===== src/rtl/lsu_pkg.sv =====
// Shared size encodings and FSM state type for the load/store unit.
package lsu_pkg;

  localparam logic [2:0] LDST_B  = 3'b000;
  localparam logic [2:0] LDST_H  = 3'b001;
  localparam logic [2:0] LDST_W  = 3'b010;
  localparam logic [2:0] LDST_BU = 3'b100;
  localparam logic [2:0] LDST_HU = 3'b101;

  typedef enum logic [1:0] {
    IDLE,
    REQ,
    WAIT_RVALID
  } lsu_state_e;

endpackage


===== src/rtl/lsu_data_align.sv =====
// Combinational lane logic: legality/alignment, byte enables, store replication
// and load extraction with sign/zero extension.
module lsu_data_align
  import lsu_pkg::*;
(
  input  logic        we,
  input  logic [2:0]  size,
  input  logic [1:0]  offset,
  input  logic [31:0] wdata_in,
  output logic        legal,
  output logic [3:0]  be,
  output logic [31:0] wdata,
  input  logic [2:0]  ld_size,
  input  logic [1:0]  ld_offset,
  input  logic [31:0] rdata,
  output logic [31:0] ld_data
);

  logic [31:0] ld_shift;
  logic [7:0]  ld_byte;
  logic [15:0] ld_half;

  always_comb begin
    legal = 1'b0;
    be    = 4'b0000;
    wdata = wdata_in;
    case (size[1:0])
      2'b00: begin
        be    = 4'b0001 << offset;
        wdata = {4{wdata_in[7:0]}};
        legal = 1'b1;
      end
      2'b01: begin
        be    = offset[1] ? 4'b1100 : 4'b0011;
        wdata = {2{wdata_in[15:0]}};
        legal = !offset[0];
      end
      2'b10: begin
        be    = 4'b1111;
        legal = (offset == 2'b00);
      end
      default: legal = 1'b0;
    endcase
    // Unsigned variants exist only for byte/half loads.
    if (size[2] && (we || size[1]))
      legal = 1'b0;
  end

  assign ld_shift = rdata >> {ld_offset, 3'b000};
  assign ld_byte  = ld_shift[7:0];
  assign ld_half  = ld_offset[1] ? rdata[31:16] : rdata[15:0];

  always_comb begin
    case (ld_size)
      LDST_B:  ld_data = {{24{ld_byte[7]}}, ld_byte};
      LDST_H:  ld_data = {{16{ld_half[15]}}, ld_half};
      LDST_BU: ld_data = {24'h000000, ld_byte};
      LDST_HU: ld_data = {16'h0000, ld_half};
      default: ld_data = rdata;
    endcase
  end

endmodule


===== src/rtl/load_store_unit.sv =====
// Load/store unit: turns core byte/half/word accesses into word-aligned
// req/gnt/rvalid memory transactions and stalls the core until completion.
module load_store_unit
  import lsu_pkg::*;
#(
  parameter int ADDR_W = 32
) (
  input  logic              clk_i,
  input  logic              rst_i,
  input  logic              lsu_req_i,
  input  logic              lsu_we_i,
  input  logic [2:0]        lsu_size_i,
  input  logic [ADDR_W-1:0] lsu_addr_i,
  input  logic [31:0]       lsu_data_i,
  output logic [31:0]       lsu_data_o,
  output logic              lsu_stall_req_o,
  output logic              lsu_err_o,
  output logic              data_req_o,
  input  logic              data_gnt_i,
  input  logic              data_rvalid_i,
  output logic              data_we_o,
  output logic [3:0]        data_be_o,
  output logic [ADDR_W-1:0] data_addr_o,
  output logic [31:0]       data_wdata_o,
  input  logic [31:0]       data_rdata_i
);

  lsu_state_e  state;
  logic [2:0]  size_q;
  logic [1:0]  offset_q;
  logic        legal;
  logic [3:0]  be;
  logic [31:0] wdata;
  logic [31:0] ld_data;
  logic        accept;

  lsu_data_align u_align (
    .we        (lsu_we_i),
    .size      (lsu_size_i),
    .offset    (lsu_addr_i[1:0]),
    .wdata_in  (lsu_data_i),
    .legal     (legal),
    .be        (be),
    .wdata     (wdata),
    .ld_size   (size_q),
    .ld_offset (offset_q),
    .rdata     (data_rdata_i),
    .ld_data   (ld_data)
  );

  assign accept    = (state == IDLE) && lsu_req_i && legal;
  assign lsu_err_o = (state == IDLE) && lsu_req_i && !legal;

  always_comb begin
    case (state)
      IDLE:        lsu_stall_req_o = accept;
      REQ:         lsu_stall_req_o = 1'b1;
      WAIT_RVALID: lsu_stall_req_o = !data_rvalid_i;
      default:     lsu_stall_req_o = 1'b0;
    endcase
  end

  // data_we_o is held through WAIT_RVALID, so it doubles as the load/store flag.
  assign lsu_data_o = (state == WAIT_RVALID && data_rvalid_i && !data_we_o) ? ld_data : 32'h0;

  always_ff @(posedge clk_i) begin
    if (rst_i) begin
      state        <= IDLE;
      data_req_o   <= 1'b0;
      data_we_o    <= 1'b0;
      data_be_o    <= 4'b0000;
      data_addr_o  <= '0;
      data_wdata_o <= 32'h0;
      size_q       <= 3'b000;
      offset_q     <= 2'b00;
    end else begin
      case (state)
        IDLE: begin
          if (accept) begin
            state        <= REQ;
            data_req_o   <= 1'b1;
            data_we_o    <= lsu_we_i;
            data_be_o    <= be;
            data_addr_o  <= {lsu_addr_i[ADDR_W-1:2], 2'b00};
            data_wdata_o <= wdata;
            size_q       <= lsu_size_i;
            offset_q     <= lsu_addr_i[1:0];
          end
        end
        REQ: begin
          if (data_gnt_i) begin
            state      <= WAIT_RVALID;
            data_req_o <= 1'b0;
          end
        end
        WAIT_RVALID: begin
          if (data_rvalid_i) begin
            state        <= IDLE;
            data_we_o    <= 1'b0;
            data_be_o    <= 4'b0000;
            data_addr_o  <= '0;
            data_wdata_o <= 32'h0;
          end
        end
        default: state <= IDLE;
      endcase
    end
  end

endmodule


===== config.mk =====
export PLATFORM = sky130hd
export DESIGN_NAME = load_store_unit
export DESIGN_NICKNAME = d
export VERILOG_FILES = /design/src/rtl/lsu_pkg.sv /design/src/rtl/lsu_data_align.sv /design/src/rtl/load_store_unit.sv
export SDC_FILE = /design/constraint.sdc
export NUM_CORES = 1
export LEC_CHECK = 0
export CORE_MARGIN = 1
export CORE_UTILIZATION = 38
export DETAILED_ROUTE_END_ITERATION = 8
export HOLD_SLACK_MARGIN = 0.06
export PLACE_DENSITY_LB_ADDON = 0.15
export SETUP_SLACK_MARGIN = 0.15
export SYNTH_ARGS = -nofsm -noshare
export SYNTH_HDL_FRONTEND = slang
export SYNTH_SLANG_ARGS = --single-unit

===== constraint.sdc =====
create_clock -name clk_i -period 2.55 [get_ports clk_i]
set_input_delay 0.51 -clock clk_i [delete_from_list [all_inputs] [get_ports clk_i]]
set_output_delay 0.51 -clock clk_i [all_outputs]
set_load 0.005 [all_outputs]

======== Word level (Yosys, flattened, before mapping) ========
Cells that the tools add are included.
cells by class
  shift operators ......................... 2
  equality and inequality tests ........... 10
  reductions and logical operators ........ 21
  multiplexer cells ....................... 27
operators by type and width
  kind                                                               number
  32-bit case mux with 2 select lines                                3
  32-bit 2-to-1 mux                                                  4
  32-bit case mux with 4 select lines                                1
  32-bit by 5-bit right shift with 8-bit output                      1
  16-bit 2-to-1 mux                                                  1
  4-bit 2-to-1 mux                                                   3
  4-bit case mux with 3 select lines                                 1
  3-bit AND reduction                                                3
  4-bit case mux with 2 select lines                                 1
  3-bit == test, second input constant                               2
  1-bit logical AND                                                  6
  2-bit logical NOT                                                  3
  2-bit 2-to-1 mux                                                   3
  2-bit != test, second input constant                               3
  1-bit case mux with 3 select lines                                 2
  2-bit case mux with 3 select lines                                 1
  1-bit 2-to-1 mux                                                   5
  2-bit by 1-bit == test with 1-bit output, second input constant    2
  2-bit == test, second input constant                               2
  1-bit logical NOT                                                  4
  1-bit case mux with 2 select lines                                 2
  2-bit nonzero test                                                 2
  1-bit by 2-bit << shifter with 4-bit output, first input constant  1
  3-bit by 1-bit == test with 1-bit output, second input constant    1
  3 further kinds                                                    3
storage, ports and cells
  logic and storage cells ................. 68
  register bits ........................... 77

======== Logic depth before layout (Yosys ltp) ========
Gate-level depths: netlist of run 1.
  depth after elaboration ................. 6
  mapped depth ............................ 7
  mapped depth without buffers ............ 4

======== Cells and area by module ========
A second synthesis of run 1 with hierarchy kept.
unflattened totals
  cells, all modules ...................... 413
  area total of the unflattened synthesis .. 3883.7 um^2
by module, submodules not included
  module           cells an instance  area an instance (um^2)  times used
  load_store_unit  228                2587.5                   1
  lsu_data_align   185                1296.2                   1

======== Least setup slack after synthesis of run 1 ========
OpenSTA, ideal clock, no wires.
  path type ............................... input-to-output
  start ................................... input data_rdata_i[31]
  end ..................................... output lsu_data_o[21]
  required time ........................... 2040 ps
  stages .................................. 6
  arrival ................................. 1648 ps
  slack ................................... 392 ps
  cell sequence ........................... mux4_2 a221oi_1 or2_1 buf_2 buf_6 nor2_1
on the way
  longest elaborated chain between the ends .. 3
  elaborated cells between the ends (all ways) .. 4
  classes of those cells .................. shift: 1; mux: 3
RTL lines
  element                                                                             line                                        text
  start, declared                                                                     load_store_unit.sv:25                       input logic [31:0] data_rdata_i
  32-bit by 5-bit right shift with 8-bit output or 16-bit 2-to-1 mux (tied branches)  lsu_data_align.sv:49, lsu_data_align.sv:51
  32-bit case mux with 4 select lines *                                               lsu_data_align.sv:54                        case (ld_size)
  32-bit 2-to-1 mux *                                                                 load_store_unit.sv:64                       assign lsu_data_o = (state == WAIT_RVALID && data_rvalid_i && !data_we_o) ? ld_data : 32'h0;
  end, declared                                                                       load_store_unit.sv:15                       output logic [31:0] lsu_data_o,
Mark *: on every way between the ends. The rest lies on a longest branch, timed or not.

======== Final worst setup path of run 1 ========
  start ................................... input data_rdata_i[15]
  end ..................................... output lsu_data_o[12]
on the way
  longest elaborated chain between the ends .. 3
RTL lines
  element                                        line                   text
  32-bit by 5-bit right shift with 8-bit output  lsu_data_align.sv:49   assign ld_shift = rdata >> {ld_offset, 3'b000};
  32-bit case mux with 4 select lines            lsu_data_align.sv:54
  32-bit 2-to-1 mux                              load_store_unit.sv:64
No other way between the ends.

==> results.py, run 1 <==
metrics = {
    "synth": {
        "synth-seq-cells": 75,
        "syn_inst": 383,
        "async_flop_share_pct": 0,
        "synth_top_cell_area_share_pct": 42.2,
        "yosys_most_used_dff": "dfxtp_1",
        "synth_edf_count": 0,
        "synthTopCellsByCount": "dfxtp_1 (75), a22o_1 (47), nor2_1 (36)",
        "synth_area_leader_cell": "dfxtp_1",
        "yosysWarnings": 0,
        "ys_seq_area_share_pct": 42.2,
        "syn_area_per_cell_um2": 9.28,
        "synth_area_leaders": "dfxtp_1 (42%), a22o_1 (12%), mux2i_1 (8.4%)",
        "ys_types": 36,
        "yosysMostFrequentCell": "dfxtp_1",
        "syn_area_um2": 3560,
    },
    "layout": {
        "finish.instance_area_um2": 6180,
        "final_cells": 731,
        "nets": 723,
        "drive_above_1_share_pct": 23.1,
        "utilization_pct": 69.5,
        "area_growth_pct": 73.9,
        "diodes": 0,
        "fillCellCount": 712,
    },
    "clock_network": {
        "ctsLongestPathBuffers": 2,
        "h-tree-depth": 3,
        "cts_sinks": 75,
        "clk_latency_ns": 0.34,
        "hold_buffers": 0,
        "cts_tree": "built",
        "root_buffer": "clkbuf_8",
        "clk_pin_slew_ns": 0.08,
        "cts_buffers": 9,
    },
    "setup_path": {
        "reg2reg_depth": 6,
        "endpoint": "lsu_data_o[12]",
        "timing.rr.end": "data_addr_o[21]",
        "crit_top_cell": "dlygate4sd2_1",
        "path_max_fanout": 7,
        "r2r_start": "state[1]",
        "crit_start": "data_rdata_i[15]",
        "crit_type": "in2out",
        "crit_slowest_cell": "mux4_2",
        "cp_cell_sequence": "dlygate4sd2_1, mux4_2, buf_4, a21oi_4, a221oi_1, dlygate4sd2_1",
        "r2r_slack_ns": 0.85,
        "cp-end-kind": "output pin",
        "critPathMaxStageDelay_ns": 0.49,
        "worstPathArrival_ns": 2.10,
        "required_ns": 2.04,
        "startpoint_type": "input port",
    },
    "floorplan": {
        "die_y_um": 98.7,
        "coreArea_um2": 8890,
        "start_util_pct": 40.0,
        "rows": 34,
        "ios": 209,
        "dieArea_um2": 9750,
        "dieWidth_um": 98.7,
    },
    "global_routing": {
        "antenna_found_initial": 0,
        "grt_max_degree": 35,
        "track_usage_pct": 25.3,
        "overflow": 0,
        "first_global_vias": 3865,
        "grt_pass1_wl_um": 19400,
    },
    "power": {
        "p_total_uw": 2740,
        "power_frac_seq_pct": 46.1,
        "peakVddDrop_mv": 0.329,
        "switching_share_pct": 27.5,
        "p_per_area_nw_per_um2": 443,
        "leakage_uw": 0.00258,
        "netSwitchingPower_uw": 754,
        "pwr-share-clk_pct": 29.3,
        "pwr-share-comb_pct": 24.5,
        "p_int_uw": 1980,
    },
    "sta": {
        "fin_ws_ns": -0.0626,
        "worst_hold_slack_ns": 0.470,
        "fmax_ghz": 0.383,
        "slew_violations": 0,
        "rsz0062_at_grt": "true",
        "skew_ns": 0.0111,
        "fin_crit_sh_pct": 102,
        "finalCriticalPeriod_ns": 2.61,
        "finalSetupViolCount": 15,
        "finalHoldViolCount": 0,
    },
    "run_status": {
        "failed_checks": "setup timing",
        "outcome": "finished with violations",
    },
    "job": {
        "cap_violations": 0,
    },
    "placement": {
        "place_congestion": 0.937,
        "dp_cells": 701,
        "place_area_um2": 5870,
        "port_buffers": 206,
        "place_hpwl_um": 9150,
    },
    "drt": {
        "drt_wl_total_um": 12400,
        "viasPerCell": 5.22,
        "dr.pass1.iters": 4,
        "dr.first_iter.drc_count": 130,
        "post_drt_wl_per_cell_um": 17.0,
        "vias": 3814,
        "drcViolationCount": 0,
        "postRouteAntennaNets": 0,
    },
    "min_path": {
        "hp-class": "reg2reg",
    },
}
==> cell families after synthesis <==
family | synth area share [%]
buffers and inverters | 7.21
other | 0.105
and+or+nand+nor | 13.0
muxes | 10.3
DFF | 42.2
AOI/OAI and AO/OA | 27.1
==> power groups by stage <==
| stage | Combinational, uW | Clock (uW) | Sequential (uW) |
|---|---|---|---|
| final | 672 | 803 | 1260 |
| after global routing | 721 | 891 | 1270 |
| after CTS | 655 | 825 | 1260 |
| after detailed placement | 636 | 0 | 1290 |
| after global placement | 626 | 0 | 1290 |
| after floorplan | 248 | 0 | 1290 |
==> placed cells by master, fill, tap and decap left out, types with 5 or more instances in the layout <==
cell             count
a21oi_1             22
a221oi_2             6
a22o_1              47
a31o_2               9
buf_2               17
buf_4               41
buf_6                9
clkbuf_2             8
clkbuf_8             9
clkdlybuf4s15_1      5
clkdlybuf4s50_1    162
dfxtp_1             74
dlygate4sd2_1       11
inv_1               12
mux2i_1             30
nand2_1             25
nand2b_1             5
nand3_1              5
nor2_1              27
nor2_2               8
nor3_1              11
nor3_2               5
o21ai_0             12
o22ai_1              7
o2bb2ai_1            8
==> what timing repair did <==
item                       CTS  global route
resized for setup          124            40
setup endpoints to repair   34            33
gates cloned                 1             0
pin swaps                   16             4
setup buffers               10             3
==> per-stage QoR <==
stage / setup TNS, ns / setup slack (ns)
finish: -0.478 / -0.0626
global route: -1.38 / -0.107
CTS: -0.424 / -0.103
detailed placement: -15.03 / -0.539
global placement: -14.64 / -0.536
floorplan: 0 / 0.392
==> per-layer routing <==
metal  vias to the layer above  track usage [%]  part of all wire [%]
li1                       1871                -                     -
met1                      1766             30.1                    41
met2                       161             43.2                    49
met3                        16             6.45                   8.1
met4                         0             11.3                   1.7
met5                         -                0                     0
==> registers in the layout, indices dropped and copies added, names as in the netlist <==
name          cells
offset_q          2
state             2
data_addr_o      30
data_wdata_o     32
data_be_o         4
data_req_o        1
data_we_o         1
size_q            3
==> final cells by class <==
| type | instances | area [um2] | area share (%) |
|---|---|---|---|
| Clock buffer | 11 | 131 | 2.12 |
| Inverter | 12 | 45.0 | 0.728 |
| Timing Repair Buffer | 259 | 2400 | 38.8 |
| Clock inverter | 5 | 38.8 | 0.627 |
| Multi-Input combinational cell | 261 | 1930 | 31.2 |
| Tap cell | 108 | 135 | 2.19 |
| Sequential cell | 75 | 1510 | 24.3 |
==> worst min-delay path by stage <==
stage	from	end	slack, ns	depth (start not counted)
floorplan	data_req_o	data_req_o	0.45	2
global placement	data_wdata_o[12]	data_wdata_o[12]	0.44	1
detailed placement	data_wdata_o[13]	data_wdata_o[13]	0.45	1
CTS	data_req_o	data_req_o	0.47	2
global route	data_wdata_o[8]	data_wdata_o[8]	0.49	1
finish	data_wdata_o[13]	data_wdata_o[13]	0.47	1
==> worst max-delay path: cells and delay by family <==
| family | cells | cell delay (ns) |
|---|---|---|
| AOI/OAI and AO/OA | 2 | 0.39 |
| muxes | 1 | 0.49 |
| buffers and inverters | 3 | 0.71 |
No activity file was read; power rests on OpenSTA's default activity.
==> run 2: changes to the inputs <==
==> constraint.sdc (replaced) <==
create_clock -name clk_i -period 2.55 [get_ports clk_i]
set_input_delay 0.51 -clock clk_i [delete_from_list [all_inputs] [get_ports clk_i]]
set_output_delay 0.51 -clock clk_i [all_outputs]
set_load 0.1 [all_outputs]
==> results.py, run 2 (synthesis results as in run 1) <==
metrics = {
    "run_status": {
        "outcome": "finished with violations",
        "failed_checks": "setup timing",
    },
    "setup_path": {
        "cp_cell_sequence": "dlygate4sd2_1, mux4_2, a221oi_2, or2_4, buf_12, nor2_4, buf_12",
        "cp_top_family": "buffers and inverters",
        "crit_type": "in2out",
        "crit_slowest_cell": "mux4_2",
        "critPathMaxStageDelay_ns": 0.50,
        "r2r_start": "state[0]",
        "r2r_slack_ns": 0.91,
        "worstPathArrival_ns": 2.13,
        "cp-end-kind": "output pin",
        "crit_top_cell": "buf_12",
        "required_ns": 2.04,
        "path_max_fanout": 6,
        "path_buf_inv": 3,
        "reg2reg_depth": 5,
        "timing.rr.end": "data_wdata_o[11]",
        "startpoint_type": "input port",
    },
    "layout": {
        "top_regs": "data_wdata_o: 32 flops, data_addr_o: 30 flops, data_be_o: 4 flops",
        "diodes": 0,
        "fillCellCount": 619,
        "most-common-layout-cells": "clkdlybuf4s50_1 (96), buf_4 (88), dfxtp_1 (69)",
        "final_cells": 708,
        "drive_above_1_share_pct": 37.8,
        "largest_reg_flops": 32,
        "final_common_cell": "clkdlybuf4s50_1",
        "nets": 700,
        "area_growth_pct": 90.2,
        "regMostFlops": "data_wdata_o",
    },
    "power": {
        "p_per_area_nw_per_um2": 509,
        "power_frac_seq_pct": 36.8,
        "p_int_uw": 2210,
        "leakage_uw": 0.00280,
        "peakVddDrop_mv": 0.408,
        "pwr-share-clk_pct": 29.8,
        "p_total_uw": 3440,
        "switching_share_pct": 35.9,
        "pwr-share-comb_pct": 33.3,
        "netSwitchingPower_uw": 1230,
    },
    "drt": {
        "viasPerCell": 5.44,
        "dr.pass1.iters": 5,
        "drt_wl_total_um": 12600,
        "drcViolationCount": 0,
        "post_drt_wl_per_cell_um": 17.8,
        "dr.first_iter.drc_count": 130,
        "vias": 3855,
        "postRouteAntennaNets": 0,
    },
    "placement": {
        "place_congestion": 0.801,
        "port_buffers": 206,
        "place_hpwl_um": 9350,
        "dp_cells": 686,
    },
    "clock_network": {
        "ctsLongestPathBuffers": 2,
        "cts_tree": "built",
        "cts_sinks": 75,
        "clk_pin_slew_ns": 0.08,
        "h-tree-depth": 3,
        "clk_latency_ns": 0.34,
        "cts_buffers": 9,
        "hold_buffers": 0,
        "root_buffer": "clkbuf_8",
    },
    "floorplan": {
        "dieArea_um2": 9750,
        "dieWidth_um": 98.7,
        "coreArea_um2": 8890,
        "start_util_pct": 40.0,
        "ios": 209,
        "die_y_um": 98.7,
        "rows": 34,
    },
    "sta": {
        "fin_ws_ns": -0.0895,
        "slew_headroom_pct": 56.8,
        "slew_violations": 0,
        "fin_crit_sh_pct": 104,
        "finalSetupViolCount": 24,
        "worstMarginPinSlew_ns": 0.647,
        "rsz0062_at_grt": "true",
        "skew_ns": 0.00964,
        "finalCriticalPeriod_ns": 2.64,
        "finalHoldViolCount": 0,
        "fmax_ghz": 0.379,
    },
    "global_routing": {
        "overflow": 0,
        "antenna_found_initial": 0,
        "track_usage_pct": 26.8,
        "grt_pass1_wl_um": 20400,
        "grt_max_degree": 56,
        "first_global_vias": 3916,
    },
    "min_path": {
        "hp-class": "reg2reg",
        "holdPathStages": 2,
        "min_from": "data_be_o[1]",
        "min_to": "data_be_o[1]",
    },
    "job": {
        "cap_violations": 0,
    },
}
==> run 2: cell types whose count changed in the layout (fill, tap and decap cells not counted), sizes merged, moves of 2 or more <==
| cell | previous run | this run |
|---|---|---|
| clkdlybuf4s50 | 162 | 96 |
| clkinvlp | 4 | 1 |
| buf | 70 | 131 |
| bufinv | 0 | 2 |
| dlygate4sd2 | 11 | 4 |
| clkdlybuf4s15 | 7 | 2 |
| clkbuf | 19 | 12 |
==> run 2: timing repair <==
| action | CTS | global route |
|---|---|---|
| setup buffers | 3 | 1 |
| setup endpoints to repair | 34 | 34 |
| gates cloned | 1 | 1 |
| pin swaps | 6 | 8 |
| gates resized for setup | 32 | 11 |
==> run 2: worst min-delay path, stage by stage, from the launching register on <==
cell	delay, ns
dfxtp_1	0.32
nand3_1	0.06
o31ai_1	0.06
==> run 2: final cells by class <==
class / count / area [um2] / share of cell area (%)
multi-input combinational: 261 / 2260 / 33.4
timing repair buffer: 236 / 2590 / 38.2
sequential: 75 / 1510 / 22.4
inverter: 12 / 45.0 / 0.666
clock inverter: 5 / 85.1 / 1.26
tap: 108 / 135 / 2.00
clock buffer: 11 / 141 / 2.09
==> run 2: power groups by stage <==
stage	sequential, uW	combinational [uW]	clock, uW
after floorplan	1670	368	0
after global placement	1290	1110	0
after detailed placement	1290	1130	0
final	1270	1150	1030
after CTS	1270	1140	1040
after global routing	1270	1200	1100
==> run 2: routing by layer <==
metal | global-route usage, % | wire length (um) | vias up
met3 | 7.52 | 917 | 35
met1 | 31.1 | 5050 | 1819
met4 | 11.7 | 470 | 0
met2 | 46.1 | 6160 | 169
met5 | 0 | 0 | -
li1 | - | - | 1832
==> run 2: through the flow <==
step / hold slack, ns / util [%] / cell area, um2 / worst slack, ns / setup TNS (ns)
4_1_cts: 0.468 / 75.5 / 6710 / -0.0804 / -1.14
2_1_floorplan: 0.488 / - / 3990 / -0.0120 / -0.120
5_1_grt: 0.496 / 76.1 / 6760 / -0.169 / -3.68
3_3_place_gp: 0.447 / 71.5 / 6360 / -0.253 / -5.19
6_report: 0.472 / 76.1 / 6760 / -0.0895 / -1.80
3_5_place_dp: 0.449 / 71.5 / 6360 / -0.304 / -6.35
==> run 2: how the worst max path moves through the flow <==
stage | from | end | depth (start not counted)
finish | data_rdata_i[7] | lsu_data_o[20] | 7
global route | offset_q[1] | lsu_data_o[20] | 6
CTS | offset_q[1] | lsu_data_o[18] | 6
detailed placement | data_rdata_i[31] | lsu_data_o[18] | 7
global placement | data_rdata_i[31] | lsu_data_o[17] | 7
floorplan | data_rvalid_i | lsu_data_o[21] | 6
